### config.mk
export PLATFORM = sky130hd
export DESIGN_NAME = hist_rmw_engine
export DESIGN_NICKNAME = d
export VERILOG_FILES = /design/src/rtl/hist_rmw_engine.sv
export SDC_FILE = /design/constraint.sdc
export NUM_CORES = 1
export LEC_CHECK = 0
export ABC_AREA = 1
export CAP_MARGIN = 20
export CORE_AREA = 2 2 144 146
export CTS_CLUSTER_SIZE = 16
export DETAILED_ROUTE_END_ITERATION = 10
export DIE_AREA = 0 0 146 148
export PLACE_DENSITY = 0.65
export SLEW_MARGIN = 0
export SYNTH_ARGS = -nofsm -noshare
export SYNTH_HDL_FRONTEND = slang
export SYNTH_SLANG_ARGS = --single-unit
### constraint.sdc
create_clock -name CLK -period 1.74 [get_ports CLK]
set_input_delay 0.261 -clock CLK [delete_from_list [all_inputs] [get_ports CLK]]
set_output_delay 0.261 -clock CLK [all_outputs]
set_load 0.005 [all_outputs]
### src/rtl/hist_rmw_engine.sv
// ============================================================================
// Module   : hist_rmw_engine
// Function : Histogram read-modify-write engine for an async SRAM, with
//            saturating bin increments, a one-entry pending slot and a clear sweep.
// Revision : 1.0 - initial release
// ============================================================================
`default_nettype none

module hist_rmw_engine #(
    parameter int AW       = 20,
    parameter int DW       = 16,
    parameter int RD_WAIT  = 2,
    parameter int WE_WIDTH = 2,
    parameter int CLR_LAST = 1023
) (
    input  logic          CLK,
    input  logic          RSTN,
    input  logic          BIN_VALID,
    input  logic [AW-1:0] BIN_ADR,
    output logic          BIN_READY,
    input  logic          CLR_START,
    output logic          CLR_BUSY,
    output logic          BIN_DONE,
    output logic [AW-1:0] ADX,
    input  logic [DW-1:0] DQ_IN,
    output logic [DW-1:0] DQ_OUT,
    output logic          DQ_OE,
    output logic          OEN,
    output logic          WEN,
    output logic [23:0]   EVT_CNT,
    output logic [15:0]   OVF_CNT
);

    localparam logic [3:0]    c_rd_load = 4'(RD_WAIT - 1);
    localparam logic [3:0]    c_we_load = 4'(WE_WIDTH - 1);
    localparam logic [AW-1:0] c_clr_last = AW'(CLR_LAST);

    typedef enum logic [2:0] {
        S_IDLE = 3'd0,
        S_RD   = 3'd1,
        S_WS   = 3'd2,
        S_WE   = 3'd3,
        S_WH   = 3'd4,
        S_CS   = 3'd5,
        S_CE   = 3'd6,
        S_CH   = 3'd7
    } state_t;

    state_t        r_state;
    logic          r_slot_full;
    logic [AW-1:0] r_slot_adr;
    logic          r_clr_req;
    logic [3:0]    r_cnt;

    logic          w_accept;
    logic          w_pull;
    logic          w_sweep;
    logic          w_sweep_end;
    logic          w_slot_full_nxt;
    logic          w_clr_req_nxt;
    logic          w_sat;
    logic [DW-1:0] w_dq_inc;

    assign w_accept    = BIN_VALID & BIN_READY;
    // A pending bin always runs before a requested sweep, so it gets cleared too.
    assign w_pull      = r_slot_full & ((r_state == S_IDLE) | (r_state == S_WH));
    assign w_sweep     = (r_state == S_CS) | (r_state == S_CE) | (r_state == S_CH);
    assign w_sweep_end = (r_state == S_CH) & (ADX == c_clr_last);

    assign w_slot_full_nxt = w_accept ? 1'b1 : (w_pull ? 1'b0 : r_slot_full);
    assign w_clr_req_nxt   = w_sweep ? ~w_sweep_end : (r_clr_req | CLR_START);

    assign w_sat    = &DQ_IN;
    assign w_dq_inc = w_sat ? DQ_IN : DQ_IN + 1'b1;

    always_ff @(posedge CLK or negedge RSTN) begin
        if (!RSTN) begin
            r_state     <= S_IDLE;
            r_slot_full <= 1'b0;
            r_slot_adr  <= '0;
            r_clr_req   <= 1'b0;
            r_cnt       <= '0;
            BIN_READY   <= 1'b0;
            CLR_BUSY    <= 1'b0;
            BIN_DONE    <= 1'b0;
            ADX         <= '0;
            DQ_OUT      <= '0;
            DQ_OE       <= 1'b0;
            OEN         <= 1'b1;
            WEN         <= 1'b1;
            EVT_CNT     <= '0;
            OVF_CNT     <= '0;
        end else begin
            r_slot_full <= w_slot_full_nxt;
            r_clr_req   <= w_clr_req_nxt;
            BIN_READY   <= ~w_slot_full_nxt & ~w_clr_req_nxt;
            BIN_DONE    <= 1'b0;
            if (w_accept) begin
                r_slot_adr <= BIN_ADR;
            end

            case (r_state)
                S_IDLE: begin
                    if (r_slot_full) begin
                        r_state <= S_RD;
                        ADX     <= r_slot_adr;
                        OEN     <= 1'b0;
                        DQ_OE   <= 1'b0;
                        r_cnt   <= c_rd_load;
                    end else if (r_clr_req) begin
                        r_state  <= S_CS;
                        CLR_BUSY <= 1'b1;
                        EVT_CNT  <= '0;
                        OVF_CNT  <= '0;
                        ADX      <= '0;
                        DQ_OUT   <= '0;
                        DQ_OE    <= 1'b1;
                    end
                end
                S_RD: begin
                    if (r_cnt == 4'd0) begin
                        r_state <= S_WS;
                        OEN     <= 1'b1;
                        DQ_OE   <= 1'b1;
                        DQ_OUT  <= w_dq_inc;
                        if (w_sat && (OVF_CNT != 16'hFFFF)) begin
                            OVF_CNT <= OVF_CNT + 16'd1;
                        end
                    end else begin
                        r_cnt <= r_cnt - 4'd1;
                    end
                end
                S_WS: begin
                    r_state <= S_WE;
                    WEN     <= 1'b0;
                    r_cnt   <= c_we_load;
                end
                S_WE: begin
                    if (r_cnt == 4'd0) begin
                        r_state  <= S_WH;
                        WEN      <= 1'b1;
                        BIN_DONE <= 1'b1;
                        EVT_CNT  <= EVT_CNT + 24'd1;
                    end else begin
                        r_cnt <= r_cnt - 4'd1;
                    end
                end
                S_WH: begin
                    if (r_slot_full) begin
                        r_state <= S_RD;
                        ADX     <= r_slot_adr;
                        OEN     <= 1'b0;
                        DQ_OE   <= 1'b0;
                        r_cnt   <= c_rd_load;
                    end else if (r_clr_req) begin
                        r_state  <= S_CS;
                        CLR_BUSY <= 1'b1;
                        EVT_CNT  <= '0;
                        OVF_CNT  <= '0;
                        ADX      <= '0;
                        DQ_OUT   <= '0;
                        DQ_OE    <= 1'b1;
                    end else begin
                        r_state <= S_IDLE;
                        DQ_OE   <= 1'b0;
                    end
                end
                S_CS: begin
                    r_state <= S_CE;
                    WEN     <= 1'b0;
                    r_cnt   <= c_we_load;
                end
                S_CE: begin
                    if (r_cnt == 4'd0) begin
                        r_state <= S_CH;
                        WEN     <= 1'b1;
                    end else begin
                        r_cnt <= r_cnt - 4'd1;
                    end
                end
                S_CH: begin
                    if (w_sweep_end) begin
                        r_state  <= S_IDLE;
                        CLR_BUSY <= 1'b0;
                        DQ_OE    <= 1'b0;
                    end else begin
                        r_state <= S_CS;
                        ADX     <= ADX + 1'b1;
                    end
                end
                default: r_state <= S_IDLE;
            endcase
        end
    end

endmodule

`default_nettype wire

# After elaboration in Yosys (flattened, before gate mapping)
# Index checks and enable logic that the tools add are counted.
[classes]
bitwise_logic = 11
add_sub_neg = 5
reduce_logical = 24
muxes = 45
eq_ne = 22
[ops]
columns = ["op", "count"]
rows = [
  ["$mux W16", 6],
  ["$mux W24", 3],
  ["$pmux W16 S2", 2],
  ["$mux W20", 3],
  ["$pmux W24 S2", 1],
  ["$pmux W20 S2", 1],
  ["$add A16 B1 Y16 const B", 2],
  ["$add A24 B1 Y24 const B", 1],
  ["$mux W3", 8],
  ["$pmux W3 S8", 1],
  ["$add A20 B1 Y20 const B", 1],
  ["$eq A20 B10 Y1 const B", 1],
  ["$reduce_and A4 Y1", 5],
  ["$ne A16 B16 Y1 const B", 1],
  ["$reduce_and A16 Y1", 1],
  ["$ne A2 B2 Y1 const B", 7],
  ["$mux W1", 13],
  ["$eq A3 B3 Y1 const B", 4],
  ["$pmux W4 S3", 1],
  ["$reduce_and A3 Y1", 3],
  ["$mux W4", 2],
  ["$ne A2 B1 Y1 const B", 4],
  ["$reduce_bool A2 Y1", 4],
  ["$eq A3 B2 Y1 const B", 2],
  ["18 further kinds", 30],
]
[totals]
wordCells = 122
output_inout_bits = 82
inputBits = 40
regBits = 111

# Depth between registers and ports, before layout
[depth]
depth_word = 7
depth_mapped = 12

# Worst setup path after synthesis
# Ideal clock, no wire load.
[synth_path]
path_type = "register to register"
startpoint = "reg ADX[0]"
endpoint = "reg ADX[10]"
period_less_slack_ns = 1.642
setup_time_ns = 0.116
path_stages_with_launch = 12
arrival_time_ns = 1.526
path_buffers = 1
slack_ns = 0.098
path_cell_list = "dfrtp_1 > ha_1 > nand2_1 > nor2_4 > nand2_4 > clkinv_2 > nand4_4 > nand2_4 > inv_4 > buf_6 > nand2_1 > nand2_1"
[synth_between]
elab_chain_cells = 4
[synth_lines]
columns = ["item", "line_no", "text"]
rows = [
  ["start: declaration", "24", "output logic [AW-1:0] ADX,"],
  ["start signal: assignment", "106", "ADX <= r_slot_adr;"],
  ["start signal: assignment", "151", "ADX <= r_slot_adr;"],
  ["start signal: assignment", "188", "ADX <= ADX + 1'b1;"],
  ["parallel branches: the longest is 4 deep, another holds $add A20 B1 Y20", "-", ""],
]
# Parallel ways; which one is timed is not known. The select of a mux whose other input is x is not followed.
# A chain may end at the register's enable or synchronous reset.

# Worst setup path after layout
[layout_path]
startpoint = "reg ADX[10]"
endpoint = "out ADX[10]"
# No word-level cell between the ends.

==> flow_metrics.py <==
metrics = {
    "pwr": {
        "p_per_area_nw_per_um2": 524,
        "peakVddDrop_mv": 0.303,
        "p_leak_nw": 4.51,
        "finalPower_w": 0.00508,
    },
    "floorplan": {
        "row_count": 52,
        "num_io_pins": 122,
        "die_y_um": 148,
        "start_util_pct": 34.3,
        "core_um2": 20000,
        "die_width_um": 146,
        "dieArea_um2": 21600,
    },
    "route": {
        "drtPass1Iterations": 5,
        "wirelength_um": 19500,
        "wl_per_cell_um": 13.6,
        "viasPerCell": 4.77,
        "postRouteAntennaNets": 0,
        "drt_iter0_markers": 348,
        "vias": 6837,
        "drc": 0,
    },
    "timing": {
        "hold_violations": 0,
        "period_needed_ps": 1670,
        "worst_slack_ps": 70.7,
        "slew_violations": 0,
        "finalCritPeriodShare_pct": 95.9,
        "skew_ps": 7.54,
        "setup_viol_count_final": 0,
        "tightestPinTransition_ps": 476,
        "rsz0062_at_grt": "yes",
        "fmax_mhz": 599,
        "relSlewSlack_pct": 68.3,
    },
    "global_routing": {
        "antenna_found_initial": 0,
        "grt_pass1_vias": 6513,
        "grt_overflow": 0,
        "grt_pass1_wl_um": 32000,
        "grt_use_total_pct": 18.1,
        "grt_start_max_net_pins": 45,
    },
    "clock_network": {
        "clockBufferDepth": 2,
        "insertion_delay_ps": 350,
        "clk_pin_slew_ps": 70,
        "root_buffer": "clkbuf_16",
        "cts_tree": "done",
        "htreeDepth": 3,
        "clock_sink_count": 111,
        "cts_buffers": 9,
    },
    "synth": {
        "ys_warn_count": 0,
        "synth_top_family_by_area": "simple AND/OR/NAND/NOR gates",
        "synth_top_cell_by_area": "dfrtp_1",
        "synth.area.top_cells": "dfrtp_1 (40%), nand2_1 (17%), nor2_1 (6.0%)",
        "yosys.area_share.simple_pct": 35.9,
        "synth.net_count": 998,
        "synth_top_flop_cell": "dfrtp_1",
        "ys_seq_area_share_pct": 40.4,
        "synth_top_area_share_pct": 39.7,
        "synth-seq-cells": 111,
        "yosys.cell_types.count": 49,
        "synth_cells": 949,
        "syn_avg_cell_area_um2": 7.24,
        "muxShareOfSynthArea_pct": 1.97,
        "synth_compound_area_share_pct": 9.45,
        "yosys.area_share.adder_pct": 1.64,
        "synth_edf_count": 0,
        "syn_area_um2": 6870,
        "async_flop_share_pct": 100,
        "synth_xor_xnor_area_share_pct": 3.31,
    },
    "cells_and_area": {
        "ff_latch_area_um2": 2780,
        "fillers": 2025,
        "insertedDiodeCount": 0,
        "drive_above_1_share_pct": 18.3,
        "finalNetCount": 1209,
        "multiInputGateArea_um2": 3790,
        "mostFrequentLayoutCell": "nand2_1",
        "syn_to_final_growth_pct": 41.0,
        "final_cell_mix": "nand2_1 (302), clkdlybuf4s50_1 (119), nor2_1 (108)",
    },
    "place": {
        "hpwl_um": 14500,
        "io_buffers": 121,
        "globalplace.congestion": 0.884,
        "pre_cts_ws_ps": -288,
    },
    "critical_path": {
        "max_stage_delay_ps": 500,
        "crit_slowest_cell": "clkdlybuf4s50_1",
        "cp.depth": 2,
        "reg2reg_depth": 11,
        "startpoint_type": "flip-flop",
        "crit_type": "flip-flop to output pin",
        "end_kind": "output pin",
        "crit_arrival_ps": 1410,
        "path_cells": "buf_4 > clkdlybuf4s50_1",
        "cp_max_fo": 5,
        "required_ps": 1480,
        "cp_top_family": "buffers and inverters",
        "cp_num_buf_inv": 2,
    },
    "min_path": {
        "worstHoldPathType": "input port to async pin",
    },
    "status": {
        "status": "complete, no violations",
    },
    "job": {
        "maxCapViolations": 0,
    },
}
## timing repair
item / CTS / global route
hold endpoints to repair: 25 / 0
pin swaps: 1 / 12
gates cloned: 1 / 4
hold buffers: 1 / 0
setup buffers: 2 / 4
resized for setup: 4 / 43
endpoints found under the setup margin: 19 / 76
## where the power goes
group	internal (W)	total [W]	switching, W
Combinational	0.000139	0.000256	0.000117
Sequential	0.00258	0.00258	0
Clock	0.00130	0.00225	0.000948
## kinds of logic after synthesis
family                     Yosys count
xor gates and xnor gates            26
buffers and inverters              118
muxes                               12
AOI/OAI and AO/OA                  110
and+or+nand+nor                    563
adders and majority gates            9
DFF                                111
## cell usage after synthesis, types with 4 or more instances
master    number
inv_2         16
buf_4          6
nand3_1       59
clkbuf_1       5
nor2_4         5
a21oi_1       22
nand2_1      305
o21ai_0       36
xnor2_1        7
nand2_2       12
o21ai_2        5
inv_1         78
xor2_1        19
nor2_2         7
or2_2          4
nor2_1       110
o21ai_1       28
nor3_1        21
dfrtp_1      109
nand4_1       26
mux2_2        12
buf_2          5
ha_1           9
## path summary, 6_finish.rpt
path | from | to | slack [ps]
setup / recovery | ADX[10] | ADX[10] | 70
setup reg to reg | r_state[1] | EVT_CNT[14] | 80
max in group asynchronous | RSTN | ADX[12] | 700
hold / removal | RSTN | DQ_OUT[2] | 420
hold reg to reg | DQ_OUT[14] | DQ_OUT[14] | 490
min in group CLK | DQ_OUT[14] | DQ_OUT[14] | 490
## flip-flops by register name (all words and copies together) (netlist names), 3 cells and up
register,cells
ADX,20
r_cnt,4
EVT_CNT,24
DQ_OUT,16
r_slot_adr,20
r_state,3
OVF_CNT,16
## metrics by stage
stage	setup TNS (ps)	instance area (µm²)	hold slack, ps	util [%]	std cells
6_report	0	9690	424	48.4	1434
5_1_grt	-101	9690	464	48.4	1434
4_1_cts	-4.71	9410	459	46.9	1426
2_1_floorplan	0	6870	-34.6	-	949
3_3_place_gp	-4360	9040	253	45.1	1407
3_5_place_dp	-6230	9040	255	45.1	1407
## layer usage
layer  track usage, %  share of wire (%)  vias to the layer above
li1                 -                  -                     3480
met1             25.0                 47                     3183
met2             29.4                 47                      151
met3             2.75                4.2                       23
met4             5.58                1.4                        0
met5                0                  0                        -
## layout make-up
class                           count  share of cell area (%)
Multi-Input combinational cell    723                    39.1
Sequential cell                   111                    28.7
Timing Repair Buffer              218                    21.6
Inverter                           97                    3.87
Tap cell                          270                    3.48
Clock buffer                       12                    2.54
Clock inverter                      3                   0.697
Power figures use the tool's default switching activity.
